## config.mk

```make
export PLATFORM = sky130hd
export DESIGN_NAME = video_timing_gen_flat
export DESIGN_NICKNAME = d
export VERILOG_FILES = /design/src/rtl/video_pkg.sv /design/src/rtl/video_timing_gen_if.sv /design/src/rtl/video_sync_counter.sv /design/src/rtl/video_timing_gen.sv /design/src/flat_wrapper.sv
export SDC_FILE = /design/constraint.sdc
export NUM_CORES = 1
export LEC_CHECK = 0
export ABC_CLOCK_PERIOD_IN_PS = 5500
export BUFFER_PORTS_ARGS = -buffer_cell sky130_fd_sc_hd__buf_4
export CORE_UTILIZATION = 50
export CTS_CLUSTER_SIZE = 16
export DETAILED_ROUTE_END_ITERATION = 10
export PLACE_DENSITY_LB_ADDON = 0.2
export SLEW_MARGIN = 20
export SYNTH_ARGS = -nofsm -noshare
export SYNTH_HDL_FRONTEND = slang
export SYNTH_SLANG_ARGS = --single-unit
```

## constraint.sdc

```tcl
create_clock -name pixel_clk -period 5.5 [get_ports pixel_clk]
set_clock_uncertainty 0.2 [all_clocks]
set_input_delay 0.55 -clock pixel_clk [delete_from_list [all_inputs] [get_ports pixel_clk]]
set_output_delay 0.55 -clock pixel_clk [all_outputs]
set_load 0.02 [all_outputs]
```

## src/rtl/video_pkg.sv

```systemverilog
// rtl/video_pkg.sv - shared types and bar colour table for the video timing generator
package video_pkg;

  typedef enum logic [1:0] {
    MODE_STREAM   = 2'd0,
    MODE_BARS     = 2'd1,
    MODE_GRID     = 2'd2,
    MODE_GRADIENT = 2'd3
  } mode_t;

  // Per-channel on/off flags; a set flag means full-scale on that channel.
  typedef struct packed {
    logic r;
    logic g;
    logic b;
  } rgb_t;

  localparam int NUM_BARS = 8;

  function automatic rgb_t bar_color(input logic [2:0] idx);
    case (idx)
      3'd0:    return rgb_t'(3'b111);
      3'd1:    return rgb_t'(3'b110);
      3'd2:    return rgb_t'(3'b011);
      3'd3:    return rgb_t'(3'b010);
      3'd4:    return rgb_t'(3'b101);
      3'd5:    return rgb_t'(3'b100);
      3'd6:    return rgb_t'(3'b001);
      default: return rgb_t'(3'b000);
    endcase
  endfunction

endpackage

```

## src/rtl/video_timing_gen_if.sv

```systemverilog
// rtl/video_timing_gen_if.sv - pixel stream input and video pin output bundle
interface video_timing_gen_if
  import video_pkg::*;
#(
  parameter int COLOR_W = 8
);
  logic [3*COLOR_W-1:0] pix_data;
  logic                 pix_valid;
  logic                 pix_req;
  logic                 vga_hs;
  logic                 vga_vs;
  logic                 vga_blank;
  logic [3*COLOR_W-1:0] vga_rgb;

  modport master (
    input  pix_data, pix_valid,
    output pix_req, vga_hs, vga_vs, vga_blank, vga_rgb
  );

  modport slave (
    output pix_data, pix_valid,
    input  pix_req, vga_hs, vga_vs, vga_blank, vga_rgb
  );
endinterface

```

## src/rtl/video_sync_counter.sv

```systemverilog
// rtl/video_sync_counter.sv - h/v raster counters with active, sync and frame-start decode
module video_sync_counter
  import video_pkg::*;
#(
  parameter int HDISP  = 800,
  parameter int HFP    = 40,
  parameter int HPULSE = 128,
  parameter int HBP    = 88,
  parameter int VDISP  = 480,
  parameter int VFP    = 1,
  parameter int VPULSE = 3,
  parameter int VBP    = 21,
  localparam int HTOTAL = HDISP + HFP + HPULSE + HBP,
  localparam int VTOTAL = VDISP + VFP + VPULSE + VBP,
  localparam int XW     = $clog2(HTOTAL),
  localparam int YW     = $clog2(VTOTAL)
) (
  input  logic          clk,
  input  logic          rst_n,
  input  logic          enable,
  output logic [XW-1:0] hcnt,
  output logic [YW-1:0] vcnt,
  output logic          active,
  output logic          hs_act,
  output logic          vs_act,
  output logic          frame_start
);

  localparam int HS_START = HDISP + HFP;
  localparam int VS_START = VDISP + VFP;

  if (HDISP < 8 || HFP < 1 || HPULSE < 1 || HBP < 1 ||
      VDISP < 1 || VFP < 1 || VPULSE < 1 || VBP < 1) begin : g_bad_timing
    $error("video_sync_counter: illegal timing parameters");
  end

  logic [XW-1:0] hcnt_q, hcnt_d;
  logic [YW-1:0] vcnt_q, vcnt_d;

  always_comb begin
    hcnt_d = hcnt_q + 1'b1;
    vcnt_d = vcnt_q;
    if (!enable) begin
      hcnt_d = '0;
      vcnt_d = '0;
    end else if (hcnt_q == XW'(HTOTAL - 1)) begin
      hcnt_d = '0;
      vcnt_d = (vcnt_q == YW'(VTOTAL - 1)) ? '0 : vcnt_q + 1'b1;
    end
  end

  always_ff @(posedge clk) begin
    if (!rst_n) begin
      hcnt_q <= '0;
      vcnt_q <= '0;
    end else begin
      hcnt_q <= hcnt_d;
      vcnt_q <= vcnt_d;
    end
  end

  assign hcnt        = hcnt_q;
  assign vcnt        = vcnt_q;
  assign active      = (int'(hcnt_q) < HDISP) && (int'(vcnt_q) < VDISP);
  assign hs_act      = (int'(hcnt_q) >= HS_START) && (int'(hcnt_q) < HS_START + HPULSE);
  assign vs_act      = (int'(vcnt_q) >= VS_START) && (int'(vcnt_q) < VS_START + VPULSE);
  // Gated so a disabled generator parked at (0,0) does not pulse every cycle.
  assign frame_start = enable && (hcnt_q == '0) && (vcnt_q == '0);

endmodule

```

## src/rtl/video_timing_gen.sv

```systemverilog
// rtl/video_timing_gen.sv - video timing generator with stream/bars/grid/gradient pixel source
module video_timing_gen
  import video_pkg::*;
#(
  parameter int HDISP  = 800,
  parameter int HFP    = 40,
  parameter int HPULSE = 128,
  parameter int HBP    = 88,
  parameter int VDISP  = 480,
  parameter int VFP    = 1,
  parameter int VPULSE = 3,
  parameter int VBP    = 21,
  parameter logic HSYNC_POL = 1'b0,
  parameter logic VSYNC_POL = 1'b0,
  parameter int COLOR_W = 8,
  parameter logic [3*COLOR_W-1:0] UNDERFLOW_RGB = 24'hFF0000,
  localparam int HTOTAL = HDISP + HFP + HPULSE + HBP,
  localparam int VTOTAL = VDISP + VFP + VPULSE + VBP,
  localparam int XW     = $clog2(HTOTAL),
  localparam int YW     = $clog2(VTOTAL),
  localparam int PIX_W  = 3 * COLOR_W
) (
  input  logic               pixel_clk,
  input  logic               pixel_rst_n,
  input  logic               enable,
  input  mode_t              mode,
  video_timing_gen_if.master vif,
  output logic [XW-1:0]      x,
  output logic [YW-1:0]      y,
  output logic               frame_start,
  output logic               underflow,
  output logic [15:0]        underflow_cnt
);

  localparam int BAR_W = HDISP / NUM_BARS;

  if (COLOR_W > 16 || COLOR_W < 1) begin : g_bad_color_w
    $error("video_timing_gen: COLOR_W must be 1..16");
  end

  logic [XW-1:0] hcnt;
  logic [YW-1:0] vcnt;
  logic          active, hs_act, vs_act, fs;

  video_sync_counter #(
    .HDISP (HDISP), .HFP (HFP), .HPULSE (HPULSE), .HBP (HBP),
    .VDISP (VDISP), .VFP (VFP), .VPULSE (VPULSE), .VBP (VBP)
  ) u_sync (
    .clk         (pixel_clk),
    .rst_n       (pixel_rst_n),
    .enable      (enable),
    .hcnt        (hcnt),
    .vcnt        (vcnt),
    .active      (active),
    .hs_act      (hs_act),
    .vs_act      (vs_act),
    .frame_start (fs)
  );

  mode_t            frame_mode_q, frame_mode_d, cur_mode;
  logic [2:0]       bar_idx_q, bar_idx_d, cur_bar_idx;
  logic [XW-1:0]    bar_px_q, bar_px_d, cur_bar_px;
  rgb_t             bar_flags;
  logic [PIX_W-1:0] pattern;
  logic             pix_req_c, under_ev;
  logic             hs_q, hs_d, vs_q, vs_d, blank_q, blank_d;
  logic [PIX_W-1:0] rgb_q, rgb_d;
  logic             underflow_q, underflow_d;
  logic [15:0]      ucnt_q, ucnt_d;

  always_comb begin
    // The new mode already governs pixel (0,0) of the frame it is sampled for.
    cur_mode     = fs ? mode : frame_mode_q;
    frame_mode_d = cur_mode;
    pix_req_c    = active && enable && (cur_mode == MODE_STREAM);
    under_ev     = pix_req_c && !vif.pix_valid;

    // Bar position restarts at the line start; the last bar soaks up HDISP % 8.
    cur_bar_idx = (hcnt == '0) ? 3'd0 : bar_idx_q;
    cur_bar_px  = (hcnt == '0) ? '0 : bar_px_q;
    bar_idx_d   = cur_bar_idx;
    bar_px_d    = cur_bar_px + 1'b1;
    if ((int'(cur_bar_px) == BAR_W - 1) && (cur_bar_idx != 3'd7)) begin
      bar_idx_d = cur_bar_idx + 3'd1;
      bar_px_d  = '0;
    end
    bar_flags = bar_color(cur_bar_idx);

    case (cur_mode)
      MODE_STREAM: pattern = vif.pix_valid ? vif.pix_data : UNDERFLOW_RGB;
      MODE_BARS:   pattern = {{COLOR_W{bar_flags.r}}, {COLOR_W{bar_flags.g}}, {COLOR_W{bar_flags.b}}};
      MODE_GRID:   pattern = ((32'(hcnt) % 32'd16 == 32'd0) || (32'(vcnt) % 32'd16 == 32'd0)) ? '1 : '0;
      default:     pattern = {COLOR_W'(hcnt), COLOR_W'(vcnt), COLOR_W'(32'(hcnt) + 32'(vcnt))};
    endcase

    underflow_d = underflow_q | under_ev;
    ucnt_d      = (under_ev && (ucnt_q != 16'hFFFF)) ? ucnt_q + 16'd1 : ucnt_q;

    hs_d    = ~HSYNC_POL;
    vs_d    = ~VSYNC_POL;
    blank_d = 1'b1;
    rgb_d   = '0;
    if (enable) begin
      hs_d    = hs_act ? HSYNC_POL : ~HSYNC_POL;
      vs_d    = vs_act ? VSYNC_POL : ~VSYNC_POL;
      blank_d = ~active;
      rgb_d   = active ? pattern : '0;
    end
  end

  always_ff @(posedge pixel_clk) begin
    if (!pixel_rst_n) begin
      frame_mode_q <= MODE_STREAM;
      bar_idx_q    <= '0;
      bar_px_q     <= '0;
      hs_q         <= ~HSYNC_POL;
      vs_q         <= ~VSYNC_POL;
      blank_q      <= 1'b1;
      rgb_q        <= '0;
      underflow_q  <= 1'b0;
      ucnt_q       <= '0;
    end else begin
      frame_mode_q <= frame_mode_d;
      bar_idx_q    <= bar_idx_d;
      bar_px_q     <= bar_px_d;
      hs_q         <= hs_d;
      vs_q         <= vs_d;
      blank_q      <= blank_d;
      rgb_q        <= rgb_d;
      underflow_q  <= underflow_d;
      ucnt_q       <= ucnt_d;
    end
  end

  assign vif.pix_req   = pix_req_c;
  assign vif.vga_hs    = hs_q;
  assign vif.vga_vs    = vs_q;
  assign vif.vga_blank = blank_q;
  assign vif.vga_rgb   = rgb_q;
  assign x             = hcnt;
  assign y             = vcnt;
  assign frame_start   = fs;
  assign underflow     = underflow_q;
  assign underflow_cnt = ucnt_q;

endmodule
```

## src/flat_wrapper.sv

```systemverilog
// flat-port wrapper written by rule: the top's interface ports become plain ports
module video_timing_gen_flat import video_pkg::*;
#(
  parameter int HDISP  = 800,
  parameter int HFP    = 40,
  parameter int HPULSE = 128,
  parameter int HBP    = 88,
  parameter int VDISP  = 480,
  parameter int VFP    = 1,
  parameter int VPULSE = 3,
  parameter int VBP    = 21,
  parameter logic HSYNC_POL = 1'b0,
  parameter logic VSYNC_POL = 1'b0,
  parameter int COLOR_W = 8,
  parameter logic [3*COLOR_W-1:0] UNDERFLOW_RGB = 24'hFF0000,
  localparam int HTOTAL = HDISP + HFP + HPULSE + HBP,
  localparam int VTOTAL = VDISP + VFP + VPULSE + VBP,
  localparam int XW     = $clog2(HTOTAL),
  localparam int YW     = $clog2(VTOTAL),
  localparam int PIX_W  = 3 * COLOR_W
)
  (pixel_clk, pixel_rst_n, enable, mode, x, y, frame_start, underflow, underflow_cnt, vif_pix_data, vif_pix_valid, vif_pix_req, vif_vga_hs, vif_vga_vs, vif_vga_blank, vif_vga_rgb);
  video_timing_gen_if #(.COLOR_W(COLOR_W)) vif_i ();
  input  logic pixel_clk;
  input  logic pixel_rst_n;
  input  logic enable;
  input  mode_t mode;
  output logic [XW-1:0] x;
  output logic [YW-1:0] y;
  output logic frame_start;
  output logic underflow;
  output logic [15:0] underflow_cnt;
  input wire logic [$bits(vif_i.pix_data)-1:0] vif_pix_data;
  input wire logic [$bits(vif_i.pix_valid)-1:0] vif_pix_valid;
  output wire logic [$bits(vif_i.pix_req)-1:0] vif_pix_req;
  output wire logic [$bits(vif_i.vga_hs)-1:0] vif_vga_hs;
  output wire logic [$bits(vif_i.vga_vs)-1:0] vif_vga_vs;
  output wire logic [$bits(vif_i.vga_blank)-1:0] vif_vga_blank;
  output wire logic [$bits(vif_i.vga_rgb)-1:0] vif_vga_rgb;
  assign vif_i.pix_data = vif_pix_data;
  assign vif_i.pix_valid = vif_pix_valid;
  assign vif_pix_req = vif_i.pix_req;
  assign vif_vga_hs = vif_i.vga_hs;
  assign vif_vga_vs = vif_i.vga_vs;
  assign vif_vga_blank = vif_i.vga_blank;
  assign vif_vga_rgb = vif_i.vga_rgb;
  video_timing_gen #(.HDISP(HDISP), .HFP(HFP), .HPULSE(HPULSE), .HBP(HBP), .VDISP(VDISP), .VFP(VFP), .VPULSE(VPULSE), .VBP(VBP), .HSYNC_POL(HSYNC_POL), .VSYNC_POL(VSYNC_POL), .COLOR_W(COLOR_W), .UNDERFLOW_RGB(UNDERFLOW_RGB)) u_core (.pixel_clk(pixel_clk), .pixel_rst_n(pixel_rst_n), .enable(enable), .mode(mode), .vif(vif_i), .x(x), .y(y), .frame_start(frame_start), .underflow(underflow), .underflow_cnt(underflow_cnt));
endmodule
```

# == Word-level counts from Yosys, hierarchy flattened ==
# Index checks and enable logic that the tools add are counted.
# classes
n_eq_ne,13
n_lt_le_gt_ge,6
n_addsub,6
mux,11
reduce_logical,22
n_bitwise,4
# ops
cell,n
$pmux W24 S3,1
$logic_not A32 Y1,2
$mux W24,2
$add A11 B1 Y11 const B,2
$lt A11 B10 Y1 const B,2
$pmux W3 S7,1
$lt A9 B9 Y1 const B,2
$add A16 B1 Y16 const B,1
$ne A16 B16 Y1 const B,1
$eq A11 B11 Y1 const B,1
$eq A11 B8 Y1 const B,1
$ge A11 B10 Y1 const B,1
$logic_not A11 Y1,1
$mux W11,1
$logic_and A1 B1 Y1,10
$add A9 B1 Y9 const B,1
$eq A3 B3 Y1 const B,3
$eq A9 B9 Y1 const B,1
$ge A9 B9 Y1 const B,1
$logic_not A9 Y1,1
$mux W9,1
$add A8 B8 Y8,1
$eq A3 B2 Y1 const B,2
$mux W3,2
other kinds (17),20
# totals
reg_bits,80
word_cells,73
output_inout_bits,66
input_bits,30

# == Logic depth before layout (Yosys ltp) ==
# depth
ltp_word,8
mapped_depth,14
ltp_nobuf,13

# == Hierarchy ==
# From an unflattened synthesis, not the netlist that was laid out.
# hier_totals
hier_cells,475
area_unflattened_um2,3936.3
# modules_own_cells
module,cells_per_inst,area_per_inst_um2,seq_area_each_um2,n_inst
video_timing_gen,344,2856.5,1201.2,1
video_sync_counter,131,1079.8,400.4,1

# == Least setup slack after synthesis ==
# No wires, ideal clock.
# synth_timing
path_kind,register -> register
start,"register u_core.u_sync.hcnt_q[1], in the netlist u_core.u_sync.hcnt[1]"
end,register u_core.bar_px_q[10]
path_buffers,1
setup_ns,0.121
path_slack_ns,2.426
arrival_ns,2.753
synth_period_minus_slack_ns,3.074
t_required_ns,5.179
path_stages_with_launch,15
cell_sequence,dfxtp_1 inv_1 ha_1 nor3b_1 nand3_1 nand2_1 inv_1 ha_1 ha_1 nor4b_1 and4_1 clkbuf_1 nor2b_1 nand2_1 nor2_1
# synth_via
elab_chain_cells,5
elab_cells_between_ends,8
classes_between,add/sub: 1; eq/ne: 2; mux: 2; reduce/logical: 3
# synth_rtl
element,line,text
from (decl),video_sync_counter.sv:37,"logic [XW-1:0] hcnt_q, hcnt_d;"
from (signal assigned),video_sync_counter.sv:57,hcnt_q <= hcnt_d;
$logic_not A11 Y1 *,"video_timing_gen.sv:79, video_timing_gen.sv:80",
"parallel branches: the longest is 4 deep, another holds $add A11 B1 Y11",--,
to (signal assigned),video_timing_gen.sv:125,bar_px_q <= bar_px_d;
to (decl),video_timing_gen.sv:62,"logic [XW-1:0] bar_px_q, bar_px_d, cur_bar_px;"
# Mark *: on every way between the ends.
# A chain may end at the register's enable or synchronous reset.

# == Final worst setup path ==
# layout_timing
start,"register u_core.u_sync.hcnt_q[1], in the netlist u_core.u_sync.hcnt[1]"
end,output vif_pix_req
# layout_via
elab_chain_cells,6
elab_cells_between_ends,9
classes_between,order compare: 1; mux: 1; reduce/logical: 7
# layout_rtl
element,line,text
"parallel branches: the longest is 5 deep, another holds $lt A11 B10 Y1",--,
$logic_and A1 B1 Y1 *,video_timing_gen.sv:75,pix_req_c = active && enable && (cur_mode == MODE_STREAM);
to (decl),flat_wrapper.sv:35,output wire logic [$bits(vif_i.pix_req)-1:0] vif_pix_req;
# Marked as above.

==> qor.yml <==
wl_per_cell_um: 15.1
ios: 96
io_buffers: 95
synth_top_cell_by_area: "dfxtp_1"
synth.area.top_cells: "dfxtp_1 40%, ha_1 5.0%, nand2_1 4.0%, nor2_1 3.8%, xor2_1 3.7%"
p_sw_mw: 0.304
regArea_um2: 1600
synthesis.area_um2: 4000
post-cts-setup-buffers: 0
ctsResizeCount: 0
place_ws_ps: 2070
setup_slack_ps: 1960
gp_congestion: 0.869
cts_sinks: 80
switching_share_pct: 26.5
cpLargestDelayFamily: "simple AND/OR/NAND/NOR gates"
syn_nets: 513
hold_buffers: 0
r2r_cells: 13
hold_violations: 0
dpl_cell_area_um2: 4790
r2r_slack_ps: 2080
n_fill_cell: 686
worst_slew_pin_slew_ps: 735
pwr-share-seq_pct: 52.7
row_count: 32
grt_max_degree: 30
viasPerCell: 5.65
insertion_delay_ps: 350
maxCapViolCount: 0
tns_ps: 0
final_nets: 605
syn_inst: 466
yosysSeqAreaShare_pct: 40.0
status: "finished, final reports clean"
async_reset_ff_share_pct: 0
worstPathMaxFanout: 12
dieWidth_um: 91.5
ys_warn_count: 0
ys.flop_type: "dfxtp_1"
cp-start-kind: "flip-flop"
coreArea_um2: 7730
hold_class: "in -> reg"
vias: 3756
finalSetupViolCount: 0
multiInputGateArea_um2: 2240
grt_antenna_before_repair: 0
cts-buffers-inserted: 9
combPwrFrac_pct: 12.6
ctsHtreeMaxLevel: 3
whs_endpoint: "u_core.vif.vga_rgb[12]$_SDFF_PN0_"
drtIter0Drc: 151
syn2layout_area_growth_pct: 24.4
arrival_ps: 2790
die_area_um2: 8360
worstReg2RegEnd: "u_core.bar_px_q[8]$_SDFF_PP0_"
start_util_pct: 51.8
crit_top_cell: "nor2_1"
cp.buffers_inverters: 2
grt_pass1_vias: 3420
dp_hpwl_um: 7560
syn_avg_cell_area_um2: 8.59
power_per_cell_area_nw_per_um2: 231
final_cell_area_um2: 4980
die_y_um: 91.5
fin_crit_sh_pct: 64.4
finalMaxSlewViolations: 0
overflow: 0
cts_tree: "yes"
diodes: 0
end_kind: "primary output"
clkSlewWorstSetupHoldPaths_ps: 80
whs_path_depth: 3
worst_ir_drop_vdd_v: 0.000153
detail-route-antenna-nets: 0
p_int_mw: 0.844
ys_types: 56
firstDrtPassIters: 5
fmax_mhz: 282
netlist.area_leader.share_pct: 40.0
min_from: "vif_pix_data[12]"
p_clk_share_pct: 34.7
drive_gt1_share_pct: 23.3
route.detailed.drc: 0
drt-total-wl_um: 10000
final_common_cell: "buf_4"
crit_slowest_cell: "nor2_1"
layout_common_cells: "96 x buf_4, 80 x dfxtp_1, 43 x nand2_1"
grt_pass1_wl_um: 16600
max-slew-margin-rel_pct: 50.5
path_class: "reg -> out"
critPathMaxStageDelay_ps: 540
root_buffer: "clkbuf_8"
cp.required_ps: 4750
grt_setup_unrepaired: "no"
synth-edff-count: 0
ys_ff_latch: 80
cp_cell_sequence: "inv_1 -> ha_1 -> nor3b_1 -> and3_1 -> a211oi_2 -> nor2_1 -> nor2_1 -> buf_4"
clk_path_buf_depth: 2
reg2reg_from: "u_core.u_sync.hcnt[1]$_SDFF_PP0_"
min_period_ps: 3540
grt_usage_pct: 24.9
power_leakage_nw: 2.01
[state kept, by name, indices dropped and copies added, names as in the netlist]
register and flops:
u_core.vif.vga_blank 1, u_core.underflow_cnt 16, u_core.frame_mode_q 2, u_core.vif.vga_vs 1
u_core.bar_px_q 11, u_core.u_sync.vcnt 9, u_core.underflow 1, u_core.vif.vga_hs 1
u_core.bar_idx_q 3, u_core.vif.vga_rgb 24, u_core.u_sync.hcnt 11
[cell type report]
cell class | instances | area share (%)
well taps | 102 | 2.56
clock inverters | 4 | 0.578
clock buffers | 12 | 3.12
inverters | 27 | 2.04
repair buffers | 96 | 14.5
flip-flops and latches | 80 | 32.2
multi-input cells | 344 | 45.1
[synthesized netlist by cell type (3+ instances only)]
library cell / n
a21boi_0: 9
a21oi_1: 26
a221oi_1: 9
and2_1: 7
and3_1: 6
and4_1: 3
clkbuf_1: 12
dfxtp_1: 80
ha_1: 16
inv_1: 26
mux2i_1: 3
nand2_1: 43
nand2b_1: 5
nand3_1: 23
nand4_1: 11
nor2_1: 40
nor2b_1: 7
nor3_1: 15
nor4_1: 5
o21a_1: 3
o21ai_0: 24
o221a_2: 8
or3_1: 12
or4_1: 3
xnor2_1: 15
xor2_1: 17
[worst max path at each step]
| stage | cells past startpoint | from | end |
|---|---|---|---|
| after floorplan | 14 | u_core.u_sync.hcnt[1]$_SDFF_PP0_ | u_core.bar_px_q[10]$_SDFF_PP0_ |
| after global placement | 13 | u_core.u_sync.hcnt[1]$_SDFF_PP0_ | u_core.bar_px_q[5]$_SDFF_PP0_ |
| after detailed placement | 13 | u_core.u_sync.hcnt[1]$_SDFF_PP0_ | u_core.bar_px_q[5]$_SDFF_PP0_ |
| after CTS | 8 | u_core.u_sync.hcnt[1]$_SDFF_PP0_ | vif_pix_req |
| after global routing | 8 | u_core.u_sync.hcnt[1]$_SDFF_PP0_ | vif_pix_req |
| final | 8 | u_core.u_sync.hcnt[1]$_SDFF_PP0_ | vif_pix_req |
[per-stage QoR]
stage                     cells  total power [mW]  util (%)  hold WS [ps]
final                       665              1.15      64.4           246
after global routing        665              1.20      64.4           232
after CTS                   665              1.15      64.3           242
after detailed placement    649             0.762      62.0           264
after global placement      649             0.760      62.0           251
after floorplan             466             0.701         -           286
[per-layer routing]
layer	vias to the layer above	part of all wire [%]	global-route usage, %
li1	1848	-	-
met1	1757	46	33.5
met2	134	44	38.4
met3	17	8.0	6.95
met4	0	1.5	7.80
met5	-	0	0
[tightest hold or removal path, stage by stage]
cell and delay (ps):
buf_4 110, nand2_1 40, a21oi_1 50
[cells by family (layout without fill, tap and decap cells)]
family | Yosys count | count (layout) | synth area share (%)
multiplexers | 3 | 3 | 0.750
AO/OA/AOI/OAI | 103 | 103 | 18.0
flip-flops | 80 | 80 | 40.0
buffers and inverters | 42 | 139 | 4.06
adder cells (fa/ha/maj) | 17 | 17 | 5.50
AND/OR/NAND/NOR | 189 | 189 | 24.6
XOR/XNOR | 32 | 32 | 7.00
[power groups by stage]
stage	sequential [mW]	combinational [mW]	clock, mW
detailed placement	0.619	0.144	0
global route	0.608	0.157	0.433
global placement	0.618	0.142	0
finish	0.605	0.144	0.399
CTS	0.605	0.144	0.400
floorplan	0.635	0.0659	0
Note: power is estimated with default switching activity, not from simulation.
